### config.mk
export PLATFORM = sky130hd
export DESIGN_NAME = mod_exp_ctrl_flat
export DESIGN_NICKNAME = d
export VERILOG_FILES = /design/src/rtl/mod_exp_if.sv /design/src/rtl/mod_exp_ctrl.sv /design/src/flat_wrapper.sv
export SDC_FILE = /design/constraint.sdc
export NUM_CORES = 1
export LEC_CHECK = 0
export ABC_AREA = 1
export CORE_ASPECT_RATIO = 0.6
export CORE_MARGIN = 3
export CORE_UTILIZATION = 40
export DETAILED_ROUTE_END_ITERATION = 6
export GPL_ROUTABILITY_DRIVEN = 0
export PLACE_DENSITY = 0.7
export REMOVE_ABC_BUFFERS = 1
export SYNTH_ARGS = -nofsm -noshare
export SYNTH_HDL_FRONTEND = slang
export SYNTH_SLANG_ARGS = --single-unit
### constraint.sdc
create_clock -name clk -period 3.8 [get_ports clk]
set_input_delay 0.57 -clock clk [delete_from_list [all_inputs] [get_ports clk]]
set_output_delay 0.57 -clock clk [all_outputs]
set_load 0.02 [all_outputs]
### src/rtl/mod_exp_if.sv
// Request and divider handshake bundle for the modular-exponentiation controller.
// The slave side is the controller; the master side is its environment.
interface mod_exp_if #(
  parameter int WIDTH = 8
);
  logic               start;
  logic [WIDTH-1:0]   base;
  logic [WIDTH-1:0]   exponent;
  logic [WIDTH-1:0]   modulus;
  logic [WIDTH-1:0]   result;
  logic               done;
  logic               busy;
  logic               err;
  logic [2*WIDTH-1:0] div_dividend;
  logic [2*WIDTH-1:0] div_divisor;
  logic               div_start;
  logic [2*WIDTH-1:0] div_remainder;
  logic               div_ready;

  modport slave (
    input  start, base, exponent, modulus,
    input  div_remainder, div_ready,
    output result, done, busy, err,
    output div_dividend, div_divisor, div_start
  );

  modport master (
    output start, base, exponent, modulus,
    output div_remainder, div_ready,
    input  result, done, busy, err,
    input  div_dividend, div_divisor, div_start
  );
endinterface

### src/rtl/mod_exp_ctrl.sv
// Right-to-left square-and-multiply controller; every reduction is
// delegated to the external divider through a start/ready handshake.
module mod_exp_ctrl #(
  parameter int WIDTH = 8
) (
  input  logic         clk,
  input  logic         rst,
  mod_exp_if.slave     bus
);
  localparam int DW = 2 * WIDTH;

  typedef enum logic [2:0] {
    S_IDLE, S_CHECK, S_ISSUE, S_ARM,
    S_WAIT, S_LOOP, S_SHIFT, S_DONE
  } state_t;

  state_t           state_q, state_d;
  state_t           ret_q, ret_d;
  logic             tgt_r_q, tgt_r_d;
  logic [WIDTH-1:0] r_q, r_d;
  logic [WIDTH-1:0] b_q, b_d;
  logic [WIDTH-1:0] e_q, e_d;
  logic [WIDTH-1:0] m_q, m_d;
  logic [WIDTH-1:0] res_q, res_d;
  logic             err_q, err_d;
  logic [DW-1:0]    dvd_q, dvd_d;
  logic [DW-1:0]    dvs_q, dvs_d;

  logic [DW-1:0]    prod_rb, prod_bb;
  logic [WIDTH-1:0] e_shr;

  assign prod_rb = {{WIDTH{1'b0}}, r_q} * {{WIDTH{1'b0}}, b_q};
  assign prod_bb = {{WIDTH{1'b0}}, b_q} * {{WIDTH{1'b0}}, b_q};
  assign e_shr   = e_q >> 1;

  always_ff @(posedge clk) begin
    if (rst) begin
      state_q <= S_IDLE;
      ret_q   <= S_IDLE;
      tgt_r_q <= 1'b0;
      r_q     <= '0;
      b_q     <= '0;
      e_q     <= '0;
      m_q     <= '0;
      res_q   <= '0;
      err_q   <= 1'b0;
      dvd_q   <= '0;
      dvs_q   <= '0;
    end else begin
      state_q <= state_d;
      ret_q   <= ret_d;
      tgt_r_q <= tgt_r_d;
      r_q     <= r_d;
      b_q     <= b_d;
      e_q     <= e_d;
      m_q     <= m_d;
      res_q   <= res_d;
      err_q   <= err_d;
      dvd_q   <= dvd_d;
      dvs_q   <= dvs_d;
    end
  end

  always_comb begin
    state_d = state_q;
    ret_d   = ret_q;
    tgt_r_d = tgt_r_q;
    r_d     = r_q;
    b_d     = b_q;
    e_d     = e_q;
    m_d     = m_q;
    res_d   = res_q;
    err_d   = err_q;
    dvd_d   = dvd_q;
    dvs_d   = dvs_q;
    unique case (state_q)
      S_IDLE: begin
        if (bus.start) begin
          b_d     = bus.base;
          e_d     = bus.exponent;
          m_d     = bus.modulus;
          err_d   = 1'b0;
          state_d = S_CHECK;
        end
      end
      S_CHECK: begin
        if (m_q == '0) begin
          res_d   = '0;
          err_d   = 1'b1;
          state_d = S_DONE;
        end else if (m_q == WIDTH'(1)) begin
          res_d   = '0;
          state_d = S_DONE;
        end else if (e_q == '0) begin
          res_d   = WIDTH'(1);
          state_d = S_DONE;
        end else begin
          // First reduction brings the base below m.
          r_d     = WIDTH'(1);
          dvd_d   = {{WIDTH{1'b0}}, b_q};
          dvs_d   = {{WIDTH{1'b0}}, m_q};
          tgt_r_d = 1'b0;
          ret_d   = S_LOOP;
          state_d = S_ISSUE;
        end
      end
      S_ISSUE: state_d = S_ARM;
      // div_ready may still be high from the previous division here.
      S_ARM:   state_d = S_WAIT;
      S_WAIT: begin
        if (bus.div_ready) begin
          if (tgt_r_q) r_d = bus.div_remainder[WIDTH-1:0];
          else         b_d = bus.div_remainder[WIDTH-1:0];
          state_d = ret_q;
        end
      end
      S_LOOP: begin
        if (e_q[0]) begin
          dvd_d   = prod_rb;
          tgt_r_d = 1'b1;
          ret_d   = S_SHIFT;
          state_d = S_ISSUE;
        end else begin
          state_d = S_SHIFT;
        end
      end
      S_SHIFT: begin
        e_d = e_shr;
        if (e_shr == '0) begin
          res_d   = r_q;
          state_d = S_DONE;
        end else begin
          dvd_d   = prod_bb;
          tgt_r_d = 1'b0;
          ret_d   = S_LOOP;
          state_d = S_ISSUE;
        end
      end
      S_DONE:  state_d = S_IDLE;
      default: state_d = S_IDLE;
    endcase
  end

  assign bus.result       = res_q;
  assign bus.err          = err_q;
  assign bus.done         = (state_q == S_DONE);
  assign bus.busy         = (state_q != S_IDLE);
  assign bus.div_start    = (state_q == S_ISSUE);
  assign bus.div_dividend = dvd_q;
  assign bus.div_divisor  = dvs_q;
endmodule

### src/flat_wrapper.sv
// flat-port wrapper written by rule: the top's interface ports become plain ports
module mod_exp_ctrl_flat 
#(
  parameter int WIDTH = 8
)
  (clk, rst, bus_start, bus_base, bus_exponent, bus_modulus, bus_div_remainder, bus_div_ready, bus_result, bus_done, bus_busy, bus_err, bus_div_dividend, bus_div_divisor, bus_div_start);
  mod_exp_if #(.WIDTH(WIDTH)) bus_i ();
  input  logic clk;
  input  logic rst;
  input wire logic [$bits(bus_i.start)-1:0] bus_start;
  input wire logic [$bits(bus_i.base)-1:0] bus_base;
  input wire logic [$bits(bus_i.exponent)-1:0] bus_exponent;
  input wire logic [$bits(bus_i.modulus)-1:0] bus_modulus;
  input wire logic [$bits(bus_i.div_remainder)-1:0] bus_div_remainder;
  input wire logic [$bits(bus_i.div_ready)-1:0] bus_div_ready;
  output wire logic [$bits(bus_i.result)-1:0] bus_result;
  output wire logic [$bits(bus_i.done)-1:0] bus_done;
  output wire logic [$bits(bus_i.busy)-1:0] bus_busy;
  output wire logic [$bits(bus_i.err)-1:0] bus_err;
  output wire logic [$bits(bus_i.div_dividend)-1:0] bus_div_dividend;
  output wire logic [$bits(bus_i.div_divisor)-1:0] bus_div_divisor;
  output wire logic [$bits(bus_i.div_start)-1:0] bus_div_start;
  assign bus_i.start = bus_start;
  assign bus_i.base = bus_base;
  assign bus_i.exponent = bus_exponent;
  assign bus_i.modulus = bus_modulus;
  assign bus_i.div_remainder = bus_div_remainder;
  assign bus_i.div_ready = bus_div_ready;
  assign bus_result = bus_i.result;
  assign bus_done = bus_i.done;
  assign bus_busy = bus_i.busy;
  assign bus_err = bus_i.err;
  assign bus_div_dividend = bus_i.div_dividend;
  assign bus_div_divisor = bus_i.div_divisor;
  assign bus_div_start = bus_i.div_start;
  mod_exp_ctrl #(.WIDTH(WIDTH)) u_core (.clk(clk), .rst(rst), .bus(bus_i));
endmodule
# --- Word level (Yosys, flattened, before mapping) ---
# Index checks and enable logic that the tools add are counted.
totals:
  memories: 0
  mem_bits_rw: 0
  latchBits: 0
  input_bits: 44
  mem_bits_ro: 0
  register_bits: 72
op_classes:
  n_mux: 46
  n_lt_le_gt_ge: 0
  addsub: 0
  div_mod_pow: 0
  multipliers: 2
  n_bitwise: 3
  reduce_logical: 20
  shifts: 0
  eq_ne: 20
op_table:
  columns: ["cell", "count"]
  rows:
  - ["$mux W8", 13]
  - ["$mux W16", 5]
  - ["$pmux W8 S2", 4]
  - ["$pmux W16 S3", 1]
  - ["$mux W3", 12]
  - ["$mul A8 B8 Y16", 2]
  - ["$logic_not A8 Y1", 3]
  - ["$pmux W3 S8", 1]
  - ["$ne A2 B2 Y1 const B", 7]
  - ["$eq A3 B3 Y1 const B", 4]
  - ["$reduce_and A6 Y1", 2]
  - ["$reduce_bool A2 Y1", 5]
  - ["$pmux W3 S3", 1]
  - ["$eq A8 B1 Y1 const B", 1]
  - ["$ne A2 B1 Y1 const B", 4]
  - ["$reduce_and A4 Y1", 2]
  - ["$mux W1", 7]
  - ["$eq A3 B2 Y1 const B", 2]
  - ["$reduce_and A2 Y1", 3]
  - ["$reduce_and A3 Y1", 2]
  - ["$reduce_bool A3 Y1", 2]
  - ["$ne A4 B1 Y1 const B", 1]
  - ["$eq A3 B1 Y1 const B", 1]
  - ["$logic_not A3 Y1", 1]
  - ["other kinds (3)", 5]

# --- Longest topological paths before layout ---
logic_depth:
  ltp_word: 5
  mapped_depth: 24
  depth_no_buf: 22

# --- Worst setup path before layout ---
# OpenSTA, ideal clock, no wires.
synth_timing:
  path_kind: "reg-to-reg"
  start: "register u_core.b_q[5]"
  end: "register u_core.dvd_q[15] (netlist: u_core.bus.div_dividend[15])"
  arrival_ns: 4.054
  stages_incl_launch_ff: 22
  setup_slack_ns: -0.363
  path_cell_list: "dfxtp_1 > clkbuf_1 > buf_1 > nand2_1 > fa_1 > inv_1 > fa_1 > fa_1 > inv_1 > fa_1 > inv_1 > ha_1 > nand2_1 > nor2_1 > and2_1 > nand2_1 > nand3_1 > nand2_1 > nand3_1 > nand3_1 > nand2_1 > inv_1"
synth_via:
  elab_chain_len: 3
synth_lines:
  columns: ["item", "line_no", "source"]
  rows:
  - ["from (decl)", "mod_exp_ctrl.sv:21", "logic [WIDTH-1:0] b_q, b_d;"]
  - ["from (signal assigned)", "mod_exp_ctrl.sv:42", "b_q <= '0;"]
  - ["from (signal assigned)", "mod_exp_ctrl.sv:54", "b_q <= b_d;"]
  - ["$mul A8 B8 Y16 (on tied branches)", "mod_exp_ctrl.sv:33, mod_exp_ctrl.sv:32", null]
  - ["$mux W16 (on tied branches)", "mod_exp_ctrl.sv:129, mod_exp_ctrl.sv:118", null]
  - ["$pmux W16 S3 *", "mod_exp_ctrl.sv:76", "unique case (state_q)"]
  - ["to (signal assigned)", "mod_exp_ctrl.sv:59", "dvd_q <= dvd_d;"]
  - ["to (decl)", "mod_exp_ctrl.sv:26", "logic [DW-1:0] dvd_q, dvd_d;"]
# Every way passes the cells marked *; elsewhere a longest branch is shown, timed or not. The select of a mux whose other input is x is not followed.
# A chain may end at the register's enable or synchronous reset.

# --- Final worst setup path ---
layout_timing:
  start: "register u_core.b_q[2]"
  end: "register u_core.dvd_q[13] (netlist: u_core.bus.div_dividend[13])"
# The elaborated chain is that of the path after synthesis.

==> results_dict.tcl <==
set metrics [dict create \
    status "finished with violations" \
    violations "negative setup slack" \
    start_util_pct 41.1 \
    seq_area_frac_synth_pct 19.0 \
    track_usage_pct 21.3 \
    grt_pass1_vias 6708 \
    max_slew_margin_pct 28.3 \
    fin_crit_ps 4000 \
    num_antenna_cells 0 \
    cp.arrival_ps 4240 \
    yosysWarnings 0 \
    hp-class "flip-flop to flip-flop" \
    cts_tree "built" \
    r2r_cells 19 \
    cts_buffer_depth 2 \
    yosysTopAreaCellShare_pct 19.0 \
    hold_violations 0 \
    ios 88 \
    cp-end-kind "flip-flop" \
    grt-ovfl-total 0 \
    syn-cell-area_sq_mm 0.00748 \
    rows 38 \
    synthTopCellsByArea "dfxtp_1, fa_1, nand2_1" \
    setup_violations 10 \
    ant_nets 0 \
    antenna_found_initial 0 \
    final_util_pct 52.9 \
    place_ws_ps -443 \
    fin_crit_sh_pct 105 \
    drive_gt1_share_pct 19.1 \
    clockRootBuffer "clkbuf_16" \
    crit_start "u_core.b_q[2]" \
    setup.worst_path.end "u_core.bus.div_dividend[13]" \
    cts_buffers 9 \
    vias 7272 \
    synth_seq_cells 71 \
    grt_max_degree 38 \
    critical_path.max_fanout 7 \
    required_ps 4040 \
    dpl.hpwl_mm 17.1 \
    powerDensity_mw_per_mm2 572 \
    place_inst 1443 \
    wl_mm 22.3 \
    detail_route.wl_per_cell_um 15.2 \
    areaGrowthSynthToFinish_pct 28.8 \
    grt_pass1_wl_mm 35.2 \
    critPathKind "flip-flop to flip-flop" \
    slew_viol_final 0 \
    holdBufCountCts 0 \
    layout_setup_ws_ps -202 \
    yosysTopAreaCell "dfxtp_1" \
    viasPerCell 4.94 \
    finalNonFillerCells 1472 \
    holdWs_ps 447 \
    die_w_um 182 \
    ys_types 44 \
    core_sq_mm 0.0182 \
    clk_latency_ps 340 \
    drc 0 \
    die_area_sq_mm 0.0204 \
    leakagePower_uw 0.00536 \
    timing.rr.start "u_core.b_q[2]" \
    grt_setup_unrepaired "yes" \
    r2r-end "u_core.bus.div_dividend[13]" \
    worst_slew_pin_slew_ps 1070 \
    drt_iter0_drc 751 \
    synthCells 1108 \
    final_nets 1395 \
    synth.avg_cell_area_sq_um 6.75 \
    drv_cap 0 \
    max_freq_mhz 250 \
    die_h_um 112 \
    tns_ps -1130 \
    fin_skew_ps 8.29 \
    start_kind "flip-flop" \
    firstDrtPassIters 5 \
    cts.clk_slew.worst_paths_ps 70 \
    vdd_ir_drop_max_v 0.000452 \
    h-tree-depth 3 \
    io_buffers 71 \
    cts_sinks 71 \
    r2r_slack_ps -200 \
]
## cells by family (layout without fill, tap and decap cells)
logic type                 after synthesis  after routing  synth area share (%)
and+or+nand+nor                        482            482                  27.2
DFF                                     71             71                  19.0
other                                    2             10                 0.100
AOI/OAI and AO/OA                      118            118                  9.12
xor gates and xnor gates                 7              7                 0.820
buffers and inverters                  304            420                  16.9
adders and majority gates              124            124                  26.9
## where the power goes
part	total (uW)	internal [uW]	switching (uW)
clock network	848	465	383
registers	1280	1030	259
logic	3380	1430	1950
total	5510	2920	2590
## area by class of cell
cell class              instances  area, sq um
clock buffers                   9          225
flip-flops and latches         71         1460
clock inverters                 7         73.8
inverters                     247          930
fillers                      1717         8580
repair buffers                157         1410
well taps                     240          300
multi-input cells             741         5230
## placed cells by master (no fill, tap or decap), types with 22 or more instances in the layout
| master | instances |
|---|---|
| inv_1 | 224 |
| inv_2 | 22 |
| dfxtp_1 | 59 |
| nand2_2 | 26 |
| ha_1 | 52 |
| fa_1 | 56 |
| a21oi_1 | 56 |
| nor2_1 | 71 |
| o21ai_0 | 31 |
| nand3_1 | 28 |
| buf_4 | 73 |
| clkdlybuf4s50_1 | 71 |
| nand2_1 | 280 |
## Yosys cell counts, drive strengths merged
cell type,n
nand2,314
inv,247
nor2,81
dfxtp,71
a21oi,63
ha,63
fa,61
nand3,53
o21ai,37
buf,29
clkbuf,28
nand4,12
nor3,10
a22oi,8
or2,7
xor2,4
o2111ai,3
o22ai,3
xnor2,3
conb,2
nand3b,2
nor3b,2
o211ai,2
a211oi,1
a22o,1
and2,1
## per-layer routing
metal  track usage (%)  vias up  routed length (um)
met1              35.1     3368               11300
li1                  -     3569                   -
met3              5.00       27                2050
met4              2.99        0                 257
met2              28.0      308                8710
met5                 0        -                   0
## flip-flops by register name, summed over array words and instances (netlist names)
signal                   cells
u_core.r_q                   8
u_core.bus.div_divisor       8
u_core.bus.div_dividend     16
u_core.state_q               3
u_core.bus.err               1
u_core.e_q                   8
u_core.b_q                   8
u_core.m_q                   8
u_core.ret_q                 3
u_core.bus.result            8
## repair_timing
action,in CTS,in global routing
hold endpoints to repair,0,0
cloned,0,0
endpoints found under the setup margin,11,11
pin swaps,23,38
gates resized for setup,67,74
setup buffers,9,4
## per-stage QoR
stage	instance area, sq um	power, uW
after floorplan	7170	2910
after global placement	8750	4220
after detailed placement	8750	4270
after CTS	9350	5350
after global routing	9630	5920
final	9630	5510
## how the worst min path moves through the flow
stage / cells after the start / end / from / slack [ps]
after CTS: 2 / u_core.bus.div_divisor[4] / u_core.bus.div_divisor[4] / 450
after floorplan: 2 / u_core.e_q[0] / u_core.e_q[0] / 440
after global routing: 2 / u_core.bus.div_divisor[1] / u_core.bus.div_divisor[1] / 480
final: 2 / u_core.bus.div_divisor[3] / u_core.bus.div_divisor[3] / 450
after detailed placement: 2 / u_core.bus.div_divisor[3] / u_core.bus.div_divisor[3] / 440
after global placement: 2 / u_core.bus.div_divisor[2] / u_core.bus.div_divisor[2] / 440
## critical path: stages (launching register included)
cell,delay [ps]
dfxtp_4,390
buf_6,130
nand2_2,60
inv_2,40
fa_1,490
fa_1,540
fa_1,510
inv_1,50
fa_1,500
inv_2,50
ha_4,330
nand2_4,90
nor2_2,160
nand3_2,110
nand3_2,90
nand2_1,60
nand3_2,100
nand3_2,90
nand2_1,90
inv_1,30
Note: power is estimated with default switching activity, not from simulation.
